## src/rtl/cpu_pkg.sv

```systemverilog
// cpu_pkg: shared writeback-select encodings, control-bundle bit positions and halt FSM states
package cpu_pkg;
  localparam logic [2:0] WB_SRC_ALU  = 3'd0;
  localparam logic [2:0] WB_SRC_MEM  = 3'd1;
  localparam logic [2:0] WB_SRC_LINK = 3'd2;
  localparam logic [2:0] WB_SRC_IMM  = 3'd3;
  localparam logic [2:0] WB_SRC_COND = 3'd4;
  localparam int WB_DST_LSB = 0;
  localparam int WB_SRC_LSB = 3;
  localparam int WB_REGWR   = 6;
  localparam int MEM_EN   = 0;
  localparam int MEM_WR   = 1;
  localparam int MEM_HALT = 2;
  typedef enum logic [0:0] {
    ST_RUN    = 1'b0,
    ST_HALTED = 1'b1
  } halt_state_e;
  function automatic logic wb_src_legal(input logic [2:0] sel);
    return sel <= WB_SRC_COND;
  endfunction
endpackage

```

## src/rtl/wb_src_mux.sv

```systemverilog
// wb_src_mux: combinational writeback-source select with illegal-encoding flag
module wb_src_mux
  import cpu_pkg::*;
#(
  parameter int DATA_W = 16
) (
  input  logic [2:0]        i_sel,
  input  logic [DATA_W-1:0] i_alu,
  input  logic [DATA_W-1:0] i_mem,
  input  logic [DATA_W-1:0] i_link,
  input  logic [DATA_W-1:0] i_imm,
  input  logic              i_cond,
  output logic [DATA_W-1:0] o_data,
  output logic              o_legal
);
  // select one of five sources; illegal encodings yield zero data
  always_comb begin
    o_legal = wb_src_legal(i_sel);
    o_data  = i_sel == WB_SRC_ALU  ? i_alu  :
              i_sel == WB_SRC_MEM  ? i_mem  :
              i_sel == WB_SRC_LINK ? i_link :
              i_sel == WB_SRC_IMM  ? i_imm  :
              i_sel == WB_SRC_COND ? {{(DATA_W-1){1'b0}}, i_cond} : '0;
  end
endmodule

```

## src/rtl/memwb_writeback.sv

```systemverilog
// memwb_writeback: MEM/WB register, writeback select and halt drain/freeze; WB_RETIRE_CNT_EN adds retire_cnt
module memwb_writeback
  import cpu_pkg::*;
#(
  parameter int DATA_W = 16,
  parameter int REG_AW = 3
) (
  input  logic              clk,
  input  logic              rst,
`ifdef WB_RETIRE_CNT_EN
  output logic [31:0]       retire_cnt,
`endif
  input  logic              in_valid,
  input  logic [7:0]        in_wb_ctrl,
  input  logic              in_halt,
  input  logic [DATA_W-1:0] in_alu,
  input  logic [DATA_W-1:0] in_mem,
  input  logic [DATA_W-1:0] in_link,
  input  logic [DATA_W-1:0] in_imm,
  input  logic              in_cond,
  input  logic              stall,
  input  logic              flush,
  output logic [REG_AW-1:0] wb_dst,
  output logic [DATA_W-1:0] wb_data,
  output logic              wb_en,
  output logic              halt_done,
  output logic              err
);
  typedef struct packed {
    logic              valid;
    logic [REG_AW-1:0] dst;
    logic [2:0]        src;
    logic              we;
    logic              halt;
    logic [DATA_W-1:0] alu;
    logic [DATA_W-1:0] mem;
    logic [DATA_W-1:0] link;
    logic [DATA_W-1:0] imm;
    logic              cond;
  } slot_t;
  slot_t       r_slot;
  slot_t       w_in;
  halt_state_e r_state;
  logic        w_run;
  logic        w_legal;
  logic        w_halt_fire;
  logic        w_retire;
  assign w_in = '{
    valid: in_valid,
    dst:   in_wb_ctrl[WB_DST_LSB +: REG_AW],
    src:   in_wb_ctrl[WB_SRC_LSB +: 3],
    we:    in_wb_ctrl[WB_REGWR],
    halt:  in_halt,
    alu:   in_alu,
    mem:   in_mem,
    link:  in_link,
    imm:   in_imm,
    cond:  in_cond
  };
  assign w_run       = r_state == ST_RUN;
  assign w_retire    = r_slot.valid & w_run & ~stall;
  assign w_halt_fire = w_retire & r_slot.halt;
  wb_src_mux #(.DATA_W(DATA_W)) u_mux (
    .i_sel   (r_slot.src),
    .i_alu   (r_slot.alu),
    .i_mem   (r_slot.mem),
    .i_link  (r_slot.link),
    .i_imm   (r_slot.imm),
    .i_cond  (r_slot.cond),
    .o_data  (wb_data),
    .o_legal (w_legal)
  );
  // pipeline register and halt FSM; once halted everything freezes until reset
  always_ff @(posedge clk) begin
    if (rst) begin
      r_slot  <= '0;
      r_state <= ST_RUN;
    end else if (w_run) begin
      if (w_halt_fire) r_state <= ST_HALTED;
      if (flush) r_slot <= '0;
      else if (!stall) r_slot <= w_in;
    end
  end
  // writeback handshake derived purely from the registered slot
  always_comb begin
    wb_dst    = r_slot.dst;
    wb_en     = r_slot.valid & r_slot.we & w_run & w_legal;
    err       = r_slot.valid & r_slot.we & w_run & ~w_legal;
    halt_done = ~w_run | (r_slot.valid & r_slot.halt);
  end
`ifdef WB_RETIRE_CNT_EN
  // saturating count of instructions leaving WB while running
  always_ff @(posedge clk) begin
    if (rst) retire_cnt <= '0;
    else if (w_retire && retire_cnt != '1) retire_cnt <= retire_cnt + 32'd1;
  end
`endif
endmodule

```

## config.mk

```make
export PLATFORM = sky130hd
export DESIGN_NAME = memwb_writeback
export DESIGN_NICKNAME = d
export VERILOG_FILES = /design/src/rtl/cpu_pkg.sv /design/src/rtl/wb_src_mux.sv /design/src/rtl/memwb_writeback.sv
export SDC_FILE = /design/constraint.sdc
export NUM_CORES = 1
export LEC_CHECK = 0
export ABC_CLOCK_PERIOD_IN_PS = 1700
export CAP_MARGIN = 10
export CORE_MARGIN = 2
export CORE_UTILIZATION = 49
export CTS_BUF_LIST = sky130_fd_sc_hd__clkbuf_8 sky130_fd_sc_hd__clkbuf_16
export DETAILED_ROUTE_END_ITERATION = 10
export PLACE_DENSITY = 0.92
export SLEW_MARGIN = 20
export SYNTH_ARGS = -nofsm -noshare
export SYNTH_HDL_FRONTEND = slang
export SYNTH_SLANG_ARGS = --single-unit
export TNS_END_PERCENT = 30
```

## constraint.sdc

```tcl
create_clock -name clk -period 1.7 [get_ports clk]
set_input_delay 0.34 -clock clk [delete_from_list [all_inputs] [get_ports clk]]
set_output_delay 0.34 -clock clk [all_outputs]
set_load 0.03 [all_outputs]
```

=== Word level (Yosys, flattened, before mapping) ===
Index checks and enable logic that the tools add are counted.
Widths: inputs -> output; s select.

* Bitwise logic cells: 12
* Equal/unequal tests: 5
* Reduce and logical (&&, ||, !) cells: 2
* Muxes and demuxes: 9
* Magnitude comparators: 1

{| class="wikitable"
|+ Operator list
! operator !! number
|-
| $mux 74 || 2
|-
| $mux 16 || 4
|-
| $and 1x1->1 || 8
|-
| $eq 3x2->1 const B || 2
|-
| $eq 3x1->1 const B || 1
|-
| $eq 3x3->1 const B || 1
|-
| $le 3x3->1 const B || 1
|-
| $logic_not 3->1 || 1
|-
| $mux 1 || 3
|-
| $not 1->1 || 3
|-
| $ne 2x1->1 const B || 1
|-
| $reduce_and 2->1 || 1
|-
| $or 1x1->1 || 1
|}

* Output and inout bits: 22
* Flip-flop bits (word level): 75
* Input bits: 79
* Logic and storage cells: 40

=== Depth between registers and ports, before layout ===
* Depth in word-level cells: 6
* Mapped depth: 5

=== Hierarchy ===
From an unflattened synthesis, not the netlist that was laid out.

* Cells, all modules: 383
* Area, all modules: 3473.3 um^2

{| class="wikitable"
|+ By module, submodules not included
! module !! cells each !! area an instance (um^2) !! instances
|-
| memwb_writeback || 341 || 2951.6 || 1
|-
| wb_src_mux || 42 || 521.8 || 1
|}

=== Worst setup path before layout ===
OpenSTA, ideal clock, no wires.

* Path type: register to output
* From: reg r_slot[67] (netlist name)
* To: out wb_data[0]
* Slack: -0.133 ns
* Buffers on the path: 2
* Stages on the path, launching flop included: 4
* Arrival time: 1.493 ns
* Data required time: 1.360 ns
* Cell sequence: dfxtp_1 > buf_2 > buf_2 > o31ai_1

* Cells in the longest elaborated chain, start to end: 6
* Elaborated cells on any way between the ends: 10

{| class="wikitable"
|+ Ends and longest elaborated chain
! what !! RTL line !! source
|-
| from (decl) || memwb_writeback.sv:41 || <nowiki>slot_t r_slot;</nowiki>
|-
| from (signal assigned) || memwb_writeback.sv:81 || <nowiki>else if (!stall) r_slot <= w_in;</nowiki>
|-
| $eq 3x3->1 || wb_src_mux.sv:23 || <nowiki>i_sel == WB_SRC_COND ? {{(DATA_W-1){1'b0}}, i_cond} : '0;</nowiki>
|-
| $mux 1 || wb_src_mux.sv:23 ||
|-
| $mux 16 || wb_src_mux.sv:22 || <nowiki>i_sel == WB_SRC_IMM ? i_imm :</nowiki>
|-
| $mux 16 || wb_src_mux.sv:21 || <nowiki>i_sel == WB_SRC_LINK ? i_link :</nowiki>
|-
| $mux 16 || wb_src_mux.sv:20 || <nowiki>i_sel == WB_SRC_MEM ? i_mem :</nowiki>
|-
| $mux 16 * || wb_src_mux.sv:19 || <nowiki>o_data = i_sel == WB_SRC_ALU ? i_alu :</nowiki>
|-
| to (decl) || memwb_writeback.sv:24 || <nowiki>output logic [DATA_W-1:0] wb_data,</nowiki>
|}

Every way passes the cells marked *; elsewhere a longest branch is shown, timed or not.

=== Worst setup path in the final report ===
* From: reg r_slot[68] (netlist name)
* To: out wb_data[0]

The elaborated chain is that of the path after synthesis.

==> qor.txt <==
Worst-Margin Slew: 0.305 ns
Largest net degree at the start of global routing: 77
Initial antenna violation count: 0
M1 WL: 4.39 mm
Die width: 92.8 microns
Crit Path Max Fanout: 6
DRT iter0 DRCs: 244
Main combinational cell family by area after synthesis: simple AND/OR/NAND/NOR gates
Post-Synth Simple-Gate Area: 22.5%
Outcome: finished with violations
CTS Buffer Depth: 2
CTS root buffer: clkbuf_8
Top-area cell type share of the netlist area: 38.9%
GRT overflow: 0
Dpl cell area: 0.00486 sq mm
Via count: 3562
Fraction of layout cells with a size suffix above 1: 18.0%
Relative slew slack: 79.1%
CP endpoint kind: output pin
Row count: 32
Final #Nets: 551
PwrDens: 766 mW/mm^2
Worst Hold Margin: 0.290 ns
Clock group share of total power: 39.1%
Final instance area: 0.00519 sq mm
I/O pins: 101
DR top layer: met4
Die H: 92.8 microns
R2R Setup Slk: 0.26 ns
Synth cell count leaders: a21oi_1 (76), dfxtp_1 (75), o21ai_0 (75)
Combinational Power Share: 14.4%
Failing checks: negative setup slack
Flop pwr share: 46.5%
Clock slew at reported path FFs: 0.08 ns
Final clock skew: 0.0105 ns
Setup violators final: 18
CP arrival: 1.67 ns
Number of flops mapped to enable cells by yosys: 0
Cell Area, Synth: 0.00386 sq mm
Met3 Wirelength: 865 microns
Final hold vios: 0
Critical path class: flip-flop to output pin
Worst Hold Class: input port to flip-flop
Startpoint Class: flip-flop
Max Slew Vio Count: 0
Cell count after synthesis: 399
Post-synthesis mux area share: 9.26%
Async SR Flop Fraction: 0%
Most used DFF post-synth: dfxtp_1
WL/cell: 19.3 microns
Gp weighted congestion: 0.918
Hold buffers post-CTS: 0
Residual DRC: 0
RSZ-0062 raised after global routing: true
Clk_lat worst skew: 0.35 ns
Total CTS buffers: 9
Max rail drop VDD: 498 uV
Yosys cell types: 21
Clk sinks: 75
Leakage: 0.00182 uW
H-Tree Depth: 3
Routed vias/inst: 6.15
Most common cell in the netlist: a21oi_1
Worst Path Required: 1.36 ns
Syn Nets: 478
CTS tree: built
First-pass DRT Iterations: 5
Final Critical Period: 2.01 ns
Port bufs: 99
Core area: 0.00769 sq mm
Switching share of power: 24.2%
Gr usage total: 25.8%
Post-synthesis sequential area ratio: 38.9%
Sw power: 961 uW
Synth Area in Adders: 0%
Post-placement setup slack: -0.413 ns
Number of global-route vias before repair: 3439
Synthesis-to-layout area growth: 34.3%
ANT nets after route: 0
Period Utilization, post-route: 119%
Syn Area/Cell: 9.68 sq um
Half-perimeter wire length after placement: 7.08 mm
Post-synthesis compound-gate area fraction: 20.0%
Initial Util: 50.2%
Power Total: 3970 uW
Largest cells by area after synthesis: dfxtp_1 (39%), or4b_1 (19%), a21oi_1 (9.8%)
Routed WL: 11.2 mm
Max Cap Viol: 0
#FFs+latches synth: 75
Syn. warnings: 0
Xor and xnor fraction of the mapped netlist area: 0%
Fmax: 496 MHz
Setup slack after layout: -0.315 ns
WL met2: 5.59 mm
First-pass GRT wire length: 17.5 mm
Synth area leader: dfxtp_1
DIE AREA: 0.00861 sq mm
Diode count: 0
Pint: 3010 uW
[cells in the final DEF, fill, tap and decap left out, drive strengths merged, types with 3 or more instances in the layout]
cell type      synthesis  final
buf                   24     42
clkbuf                31     10
nor2b                 17     17
clkinv                 0      3
mux4                  15     15
or4b                  74     74
o21ai                 75     75
a21oi                 76     76
clkdlybuf4s50          0     74
dfxtp                 75     75
[per-layer routing]
metal  global-route usage, %  vias up
li1                        -     1671
met1                    32.3     1704
met2                    42.5      157
met3                    5.29       30
met4                    12.4        0
met5                       0        -
[state kept, by name, indices dropped and copies added, names as in the netlist]
name / flops
r_state: 1
wb_dst: 3
r_slot: 71
[power by group through the flow]
| stage | sequential (uW) | combinational (uW) | clock, uW |
|---|---|---|---|
| 6_report | 1850 | 573 | 1550 |
| 5_1_grt | 1850 | 611 | 1650 |
| 4_1_cts | 1850 | 558 | 1560 |
| 3_5_place_dp | 1890 | 547 | 0 |
| 3_3_place_gp | 1880 | 535 | 0 |
| 2_1_floorplan | 1870 | 281 | 0 |
[worst paths after layout]
path | start | end | cells after the start
worst max-delay path | r_slot[68] | wb_data[0] | 6
worst min-delay path | rst | r_slot[32] | 2
worst max register to register | r_state | r_slot[69] | 3
worst min register to register | r_slot[59] | r_slot[59] | 2
[area by class of cell]
class	instances	area [sq um]
Sequential cell	75	1510
Multi-Input combinational cell	266	2060
Inverter	1	3.75
Clock buffer	10	138
Clock inverter	6	87.6
Tap cell	102	128
Timing Repair Buffer	119	1260
Fill cell	593	2500
[logic make-up (layout without fill, tap and decap cells)]
logic type / Yosys count / count (layout)
AOI/OAI and AO/OA: 153 / 153
DFF: 75 / 75
and+or+nand+nor: 96 / 96
muxes: 17 / 17
buffers and inverters: 58 / 136
[worst max-delay path, stage by stage (launching register included)]
cell	delay, ns
dfxtp_2	0.34
buf_6	0.14
buf_8	0.13
mux2i_1	0.12
a211o_1	0.34
o31ai_4	0.09
buf_6	0.17
[what timing repair did]
action,in CTS,in global routing
pin swaps,1,1
gates resized for setup,98,16
endpoints found under the setup margin,20,19
hold endpoints to repair,0,0
gates cloned,1,0
buffers inserted,1,1
[per-stage QoR]
step | TNS [ns] | instances | util, %
floorplan | -0.687 | 399 | -
global placement | -4.85 | 560 | 63.2
detailed placement | -5.15 | 560 | 63.2
CTS | -4.97 | 578 | 66.6
global route | -5.72 | 579 | 67.5
finish | -4.95 | 579 | 67.5
(Power assumes the default switching activity.)
